$ cat src/rtl/alarm_bank.sv
// Multi-slot hour/minute alarm controller with ring auto-timeout and stop.
// Define ALARM_SNOOZE_EN to add the SNOOZED state and snooze target registers.

module alarm_slot (
  input  logic       clk,
  input  logic       rst,
  input  logic       edit,
  input  logic       inc_hr,
  input  logic       inc_min,
  input  logic       en_toggle,
  input  logic [5:0] cur_hour,
  input  logic [5:0] cur_min,
  output logic [5:0] hour,
  output logic [5:0] mn,
  output logic [5:0] hour_nxt,
  output logic [5:0] mn_nxt,
  output logic       en,
  output logic       hit
);
  always_comb begin
    hour_nxt = hour;
    mn_nxt   = mn;
    if (edit && inc_hr)  hour_nxt = (hour == 6'd23) ? 6'd0 : hour + 6'd1;
    if (edit && inc_min) mn_nxt   = (mn == 6'd59) ? 6'd0 : mn + 6'd1;
  end

  always_ff @(posedge clk or negedge rst) begin
    if (!rst) begin
      hour <= '0;
      mn   <= '0;
      en   <= 1'b0;
    end else begin
      hour <= hour_nxt;
      mn   <= mn_nxt;
      en   <= en ^ (edit & en_toggle);
    end
  end

  assign hit = en && (hour == cur_hour) && (mn == cur_min);
endmodule

module alarm_bank #(
  parameter int NUM_ALARMS = 4,
  parameter int RING_SECS  = 60,
  parameter int SNOOZE_MIN = 5,
  parameter int SW         = (NUM_ALARMS > 1) ? $clog2(NUM_ALARMS) : 1
) (
  input  logic                  clk,
  input  logic                  rst,
  input  logic                  tick_1hz,
  input  logic [5:0]            cur_hour,
  input  logic [5:0]            cur_min,
  input  logic [5:0]            cur_sec,
  input  logic                  alarm_set,
  input  logic [SW-1:0]         sel,
  input  logic                  inc_hr,
  input  logic                  inc_min,
  input  logic                  en_toggle,
  input  logic                  stop,
  input  logic                  snooze,
  output logic [5:0]            sethour,
  output logic [5:0]            setmin,
  output logic [NUM_ALARMS-1:0] alarm_en,
  output logic                  ring,
  output logic [SW-1:0]         ring_idx
);
`ifdef ALARM_SNOOZE_EN
  typedef enum logic [1:0] {IDLE, RINGING, SNOOZED} state_t;
`else
  typedef enum logic [1:0] {IDLE, RINGING} state_t;
`endif

  logic [NUM_ALARMS-1:0][5:0] hr, mn, hr_n, mn_n;
  logic [NUM_ALARMS-1:0]      hit;
  logic                       sel_ok, any, match;
  logic [SW-1:0]              hidx, idx_nxt;
  logic [7:0]                 cnt, cnt_nxt;
  state_t                     state, state_nxt;

  assign sel_ok = ({1'b0, sel} < (SW+1)'(NUM_ALARMS));

  for (genvar g = 0; g < NUM_ALARMS; g++) begin : g_slot
    alarm_slot u_slot (
      .clk(clk), .rst(rst),
      .edit(alarm_set && sel_ok && (sel == SW'(g))),
      .inc_hr(inc_hr), .inc_min(inc_min), .en_toggle(en_toggle),
      .cur_hour(cur_hour), .cur_min(cur_min),
      .hour(hr[g]), .mn(mn[g]), .hour_nxt(hr_n[g]), .mn_nxt(mn_n[g]),
      .en(alarm_en[g]), .hit(hit[g])
    );
  end

  // lowest matching index wins
  always_comb begin
    any  = 1'b0;
    hidx = '0;
    for (int i = NUM_ALARMS - 1; i >= 0; i--)
      if (hit[i]) begin
        any  = 1'b1;
        hidx = SW'(i);
      end
  end

  assign match = tick_1hz && (cur_sec == 6'd0) && !alarm_set && any;

`ifdef ALARM_SNOOZE_EN
  logic [5:0] tgt_hr, tgt_min, tgt_hr_nxt, tgt_min_nxt, snz_hr, snz_min;
  logic [6:0] msum;
  logic       snz_hit;

  always_comb begin
    msum    = {1'b0, cur_min} + 7'(SNOOZE_MIN);
    snz_min = msum[5:0];
    snz_hr  = cur_hour;
    if (msum >= 7'd60) begin
      snz_min = 6'(msum - 7'd60);
      snz_hr  = (cur_hour >= 6'd23) ? 6'd0 : cur_hour + 6'd1;
    end
  end

  assign snz_hit = tick_1hz && (cur_sec == 6'd0) &&
                   (cur_hour == tgt_hr) && (cur_min == tgt_min);
`else
  logic unused_snz;
  assign unused_snz = snooze;
`endif

  always_comb begin
    state_nxt = state;
    cnt_nxt   = cnt;
    idx_nxt   = ring_idx;
`ifdef ALARM_SNOOZE_EN
    tgt_hr_nxt  = tgt_hr;
    tgt_min_nxt = tgt_min;
`endif
    case (state)
      IDLE: if (match) begin
        state_nxt = RINGING;
        cnt_nxt   = '0;
        idx_nxt   = hidx;
      end
      RINGING: begin
        if (stop) state_nxt = IDLE;
`ifdef ALARM_SNOOZE_EN
        else if (snooze) begin
          state_nxt   = SNOOZED;
          tgt_hr_nxt  = snz_hr;
          tgt_min_nxt = snz_min;
        end
`endif
        else if (tick_1hz) begin
          if (cnt == 8'(RING_SECS - 1)) state_nxt = IDLE;
          else                          cnt_nxt   = cnt + 8'd1;
        end
      end
`ifdef ALARM_SNOOZE_EN
      SNOOZED: begin
        if (stop) state_nxt = IDLE;
        else if (snz_hit) begin
          state_nxt = RINGING;
          cnt_nxt   = '0;
        end
      end
`endif
      default: state_nxt = IDLE;
    endcase
  end

  always_ff @(posedge clk or negedge rst) begin
    if (!rst) begin
      state    <= IDLE;
      cnt      <= '0;
      ring_idx <= '0;
      sethour  <= '0;
      setmin   <= '0;
`ifdef ALARM_SNOOZE_EN
      tgt_hr   <= '0;
      tgt_min  <= '0;
`endif
    end else begin
      state    <= state_nxt;
      cnt      <= cnt_nxt;
      ring_idx <= idx_nxt;
      // next-value view so an edit shows one clk after its pulse
      sethour  <= sel_ok ? hr_n[sel] : '0;
      setmin   <= sel_ok ? mn_n[sel] : '0;
`ifdef ALARM_SNOOZE_EN
      tgt_hr   <= tgt_hr_nxt;
      tgt_min  <= tgt_min_nxt;
`endif
    end
  end

  assign ring = (state == RINGING);
endmodule

$ cat config.mk
export PLATFORM = sky130hd
export DESIGN_NAME = alarm_bank
export DESIGN_NICKNAME = d
export VERILOG_FILES = /design/src/rtl/alarm_bank.sv
export SDC_FILE = /design/constraint.sdc
export NUM_CORES = 1
export LEC_CHECK = 0
export BUFFER_PORTS_ARGS = -buffer_cell sky130_fd_sc_hd__buf_4
export CAP_MARGIN = 20
export CORE_MARGIN = 8
export CORE_UTILIZATION = 50
export DETAILED_ROUTE_END_ITERATION = 6
export PLACE_DENSITY = 0.73
export SYNTH_ARGS = -nofsm -noshare
export SYNTH_HDL_FRONTEND = slang
export SYNTH_HIERARCHICAL = 1
export SYNTH_SLANG_ARGS = --single-unit
$ cat constraint.sdc
create_clock -name clk -period 5.6 [get_ports clk]
set_clock_uncertainty 0.05 [all_clocks]
set_input_delay 0.56 -clock clk [delete_from_list [all_inputs] [get_ports clk]]
set_output_delay 0.56 -clock clk [all_outputs]
set_load 0.01 [all_outputs]
### Yosys cells after proc, flatten, opt, wreduce, memory -nomap -nowiden

Index checks and enable logic that the tools add are counted.

| operators by class | value |
|---|---|
| reductions and logical operators | 31 |
| add/subtract/negate cells | 9 |
| equal/unequal tests | 27 |
| mux-type cells | 38 |
| bitwise operators | 8 |
| $lt $le $gt $ge | 1 |

Operator list:

| kind | count |
|---|---|
| 6-bit 2-to-1 mux | 18 |
| 6-bit by 1-bit adder with 6-bit output, second input constant | 8 |
| 6-bit equality test | 8 |
| 8-bit 2-to-1 mux | 4 |
| 6-bit binary-select mux with 2-bit select | 2 |
| 6-bit by 5-bit equality test with 1-bit output, second input constant | 4 |
| 6-bit equality test, second input constant | 4 |
| 1-bit logical AND | 23 |
| 2-bit 2-to-1 mux | 8 |
| 8-bit case mux with 2 select lines | 1 |
| 8-bit by 1-bit adder with 8-bit output, second input constant | 1 |
| 8-bit by 6-bit equality test with 1-bit output, second input constant | 1 |
| 2-bit inequality test, second input constant | 4 |
| 6-bit logical NOT | 1 |
| 5-bit AND reduction | 1 |
| 1-bit AND | 4 |
| 2-bit by 1-bit equality test with 1-bit output, second input constant | 2 |
| 2-bit equality test, second input constant | 2 |
| 2-bit logical NOT | 2 |
| 1-bit 2-to-1 mux | 4 |
| 2-bit case mux with 2 select lines | 1 |
| 1-bit bitwise XOR | 4 |
| 2-bit by 3-bit < comparator with 1-bit output, second input constant | 1 |
| 3-bit by 2-bit inequality test with 1-bit output, second input constant | 1 |
| 5 further kinds | 5 |

| storage, ports and cells | value |
|---|---|
| word-level logic and storage cells | 131 |
| bits of input ports | 29 |
| output and inout port bits | 19 |
| bits in registers | 76 |

### Longest topological paths before layout

| depth | value |
|---|---|
| depth after elaboration | 10 |
| mapped depth | 9 |
| gate-level depth less buffers | 7 |

### Cells and area by module

Netlist, hierarchy kept.

By module, submodules not included:

| module | sequential area each (sq um) | instances | cells each | area each (sq um) |
|---|---|---|---|---|
| alarm_slot | 325.3 | 4 | 80 | 805.8 |
| alarm_bank | 575.6 | 1 | 97 | 1287.5 |

### Worst setup path after synthesis

Ideal clock, no wire load.

| timing | value |
|---|---|
| path kind | in2reg |
| from | input sel[1] |
| to | register setmin[5] |
| setup slack | 2.916 ns |
| library setup time | 0.138 ns |
| cell stages on the path | 8 |
| buffers on the path | 3 |
| data arrival time | 2.496 ns |
| required time | 5.412 ns |
| path through | clkbuf_1 > clkbuf_1 > and3_1 > buf_4 > nand3_2 > o221a_1 > a211o_1 > mux4_2 |

RTL lines:

| element | line | text |
|---|---|---|
| start, declared | 55 | `input logic [SW-1:0] sel,` |
| end signal, assigned | 186 | `setmin <= sel_ok ? mn_n[sel] : '0;` |
| end, declared | 62 | `output logic [5:0] setmin,` |

### Worst setup path after layout

| timing | value |
|---|---|
| from | register g_slot[3].u_slot.mn[2] |
| to | register cnt[4] |

| between the ends | value |
|---|---|
| word-level cells in the longest chain between the ends | 9 |

RTL lines:

| element | line | text |
|---|---|---|
| start, declared | 14 | `output logic [5:0] mn,` |
| start signal, assigned | 34 | `mn <= mn_nxt;` |
| 6-bit equality test | 39 | `assign hit = en && (hour == cur_hour) && (mn == cur_min);` |
| 1-bit logical AND | 39 |  |
| net hit[3] | 74 | `logic [NUM_ALARMS-1:0] hit;` |
| 1-bit 2-to-1 mux (4 in series) | 98 | `if (hit[i]) begin` |
| 1-bit logical AND | 104 | `assign match = tick_1hz && (cur_sec == 6'd0) && !alarm_set && any;` |
| 2-bit inequality test (no source line) | n/a |  |
| 5-bit AND reduction (no source line) | n/a |  |
| end signal, assigned | 182 | `cnt <= cnt_nxt;` |
| end, declared | 77 | `logic [7:0] cnt, cnt_nxt;` |

The timed path passes the listed nets, and every way through them passes these cells.
A chain may end at the register's enable or synchronous reset.

==> reports/qor.csv <==
metric,value,unit
final_cell_mix,"75 x dfrtp_1, 60 x xnor2_1, 47 x buf_4",
antenna_found_initial,0,
area.growth.synth_to_final,13.01,%
insertion_delay,0.37,ns
peakVddDrop,0.2590,mV
syn_avg_cell_area,10.82,um^2
syn_area,4511,um^2
dp_hpwl,7918,um
ys_seq_area_share,41.61,%
synth_seq_cells,75,
nNetsFinal,492,
status,"finished, final reports clean",
rsz0062_at_grt,no,
fillers,702,
crit_path_max_fanout,9,
postPlaceCellArea,4886,um^2
yosysWarnings,6,
place.gp.congestion,0.8134,
die-width,111.0,um
rows,34,
cp_data_arrival_time,2.70,ns
vias_per_cell,6.116,
postRouteWirelength,10450,um
synthesis.nets,455,
synth_cells,417,
synth_enable_flop_cells,0,
grt_pass1_vias,3440,
num_vias,3468,
cts.sinks,75,
dieArea,12320,um^2
routedWlPerCell,18.44,um
path_cells,xnor2_1 > nand3_1 > nor4_1 > or4_4 > nand4_4 > and2_4 > a211o_1,
cpPeakStageDelay,0.61,ns
hold_violations,0,
ioPinCount,48,
worst_setup_path_end_kind,register,
setup_violations,0,
worstHoldPathType,input port to async pin,
initial_core_util,51.72,%
grtUsageTotal,17.49,%
final_common_cell,dfrtp_1,
htree_levels,3,
synthDistinctLibCells,51,
setup-tns-final,0,ns
dr.pass1.iters,4,
synth_flop_cell,dfrtp_1,
final_layout_size_suffix_gt1_share,20.92,%
tritoncts,yes,
async_reset_ff_share,100.0,%
n_antenna_cell,0,
required,5.80,ns
drcViolationCount,0,
postCtsSetupRepairBufs,0,
grt_overflow_total,0,
dp.cells,551,
grt_max_degree,76,
fp.coreArea,8721,um^2
layout_min_cycle_time,2.494,ns
p_leak,0.002038,uW
drt-initial-drc-count,204,
numCtsBuffers,9,
worstSetupPathType,register to register,
cts-hold-fix-buffers,0,
post-route-period-util,44.54,%
cp_top_family,simple AND/OR/NAND/NOR gates,
stdcell_count,567,
drv_slew,0,
cts.clk_slew.worst_paths,0.09,ns
io_buffers,46,
ctsResizeCount,0,
pwr_density_cell,357.0,nW/um^2
crit_slowest_cell,nor4_1,
antenna_left,0,
dieHeight,111.0,um
clockRootBuffer,clkbuf_8,
drv_cap,0,
grt_pass1_wl,17720,um
fmax,400.9,MHz
fin_area,5097,um^2
cp-start-kind,register,
maxSlewHeadroom,37.31,%
clock_path_buffers,2,
critical_path.n_buffers_inverters,0,
max_slew.worst_pin.slew,0.9404,ns
-- cell families (layout without fill, tap and decap cells) --
| group | count (synthesis) | after routing | share of synthesized area, % |
|---|---|---|---|
| flip-flops | 75 | 75 | 41.61 |
| multiplexers | 20 | 20 | 7.989 |
| adder cells (fa/ha/maj) | 9 | 9 | 2.497 |
| XOR/XNOR | 66 | 66 | 12.82 |
| AND/OR/NAND/NOR | 143 | 143 | 19.61 |
| buffers and inverters | 28 | 70 | 3.079 |
| AO/OA/AOI/OAI | 76 | 76 | 12.40 |
-- layout make-up --
| class | instances | area [um^2] | area share (%) |
|---|---|---|---|
| timing repair buffer | 47 | 352.8 | 6.922 |
| tap | 108 | 135.1 | 2.651 |
| clock buffer | 9 | 123.9 | 2.430 |
| clock inverter | 7 | 87.58 | 1.718 |
| sequential | 75 | 1877 | 36.82 |
| inverter | 7 | 26.28 | 0.5155 |
| multi-input combinational | 314 | 2495 | 48.94 |
-- per-layer routing --
layer  vias up  wire length [um]  global-route usage, %
met2       102              4870                  26.87
met5         -                 0                      0
li1       1635                 -                      -
met3        13               676                  3.734
met4         0               114                  5.856
met1      1718              4792                  23.81
-- synthesized netlist by cell type, types with 9 or more instances --
cell       n  share of area [%]
dfrtp_1   75                 42
xnor2_1   60                 12
nand2_1   30                2.5
o21ai_0   18                2.0
nand4_1   17                2.4
nand3_1   15                1.7
nor2_1    14                1.2
mux4_2    12                6.0
clkbuf_1  10               0.83
ha_1       9                2.5
-- where the power goes --
group / internal [uW] / leakage (uW) / switching (uW)
sequential: 668 / 0.000935 / 175
combinational: 279 / 0.000995 / 242
clock: 218 / 0.000109 / 237
total: 1170 / 0.00204 / 654
-- registers in the layout, indices dropped and copies added (netlist names) --
signal	count
sethour	6
setmin	6
g_slot.u_slot/mn	24
cnt	8
state	1
g_slot.u_slot/en	4
ring_idx	2
g_slot.u_slot/hour	24
-- final timing paths --
kind	from	end	slack, ns	cells after the start
max	g_slot[3].u_slot/mn[2]$_DFF_PN0_	cnt[4]$_DFFE_PN0P_	3.11	7
min	rst	cnt[5]$_DFFE_PN0P_	0.28	1
max reg2reg	g_slot[3].u_slot/mn[2]$_DFF_PN0_	cnt[4]$_DFFE_PN0P_	3.11	7
min reg2reg	ring_idx[1]$_DFFE_PN0P_	ring_idx[1]$_DFFE_PN0P_	0.44	1
max in group asynchronous	rst	g_slot[0].u_slot/mn[5]$_DFF_PN0_	4.61	1
min in group clk	stop	state[0]$_DFFE_PN0P_	0.32	2
-- worst register-to-register path: stages (launching register included) --
cell     delay (ns)
dfrtp_1        0.50
xnor2_1        0.20
nand3_1        0.10
nor4_1         0.61
or4_4          0.26
nand4_4        0.17
and2_4         0.22
a211o_1        0.29
-- metrics by stage --
step	hold slack, ns	util [%]	total power (uW)	setup WS, ns
2_1_floorplan	0.2144	-	1181	2.916
3_3_place_gp	0.4309	56.03	1349	2.850
3_5_place_dp	0.4246	56.03	1371	2.772
4_1_cts	0.3106	58.45	1831	3.116
5_1_grt	0.3198	58.45	1932	2.899
6_report	0.2809	58.45	1820	3.106
Power figures use the tool's default switching activity.
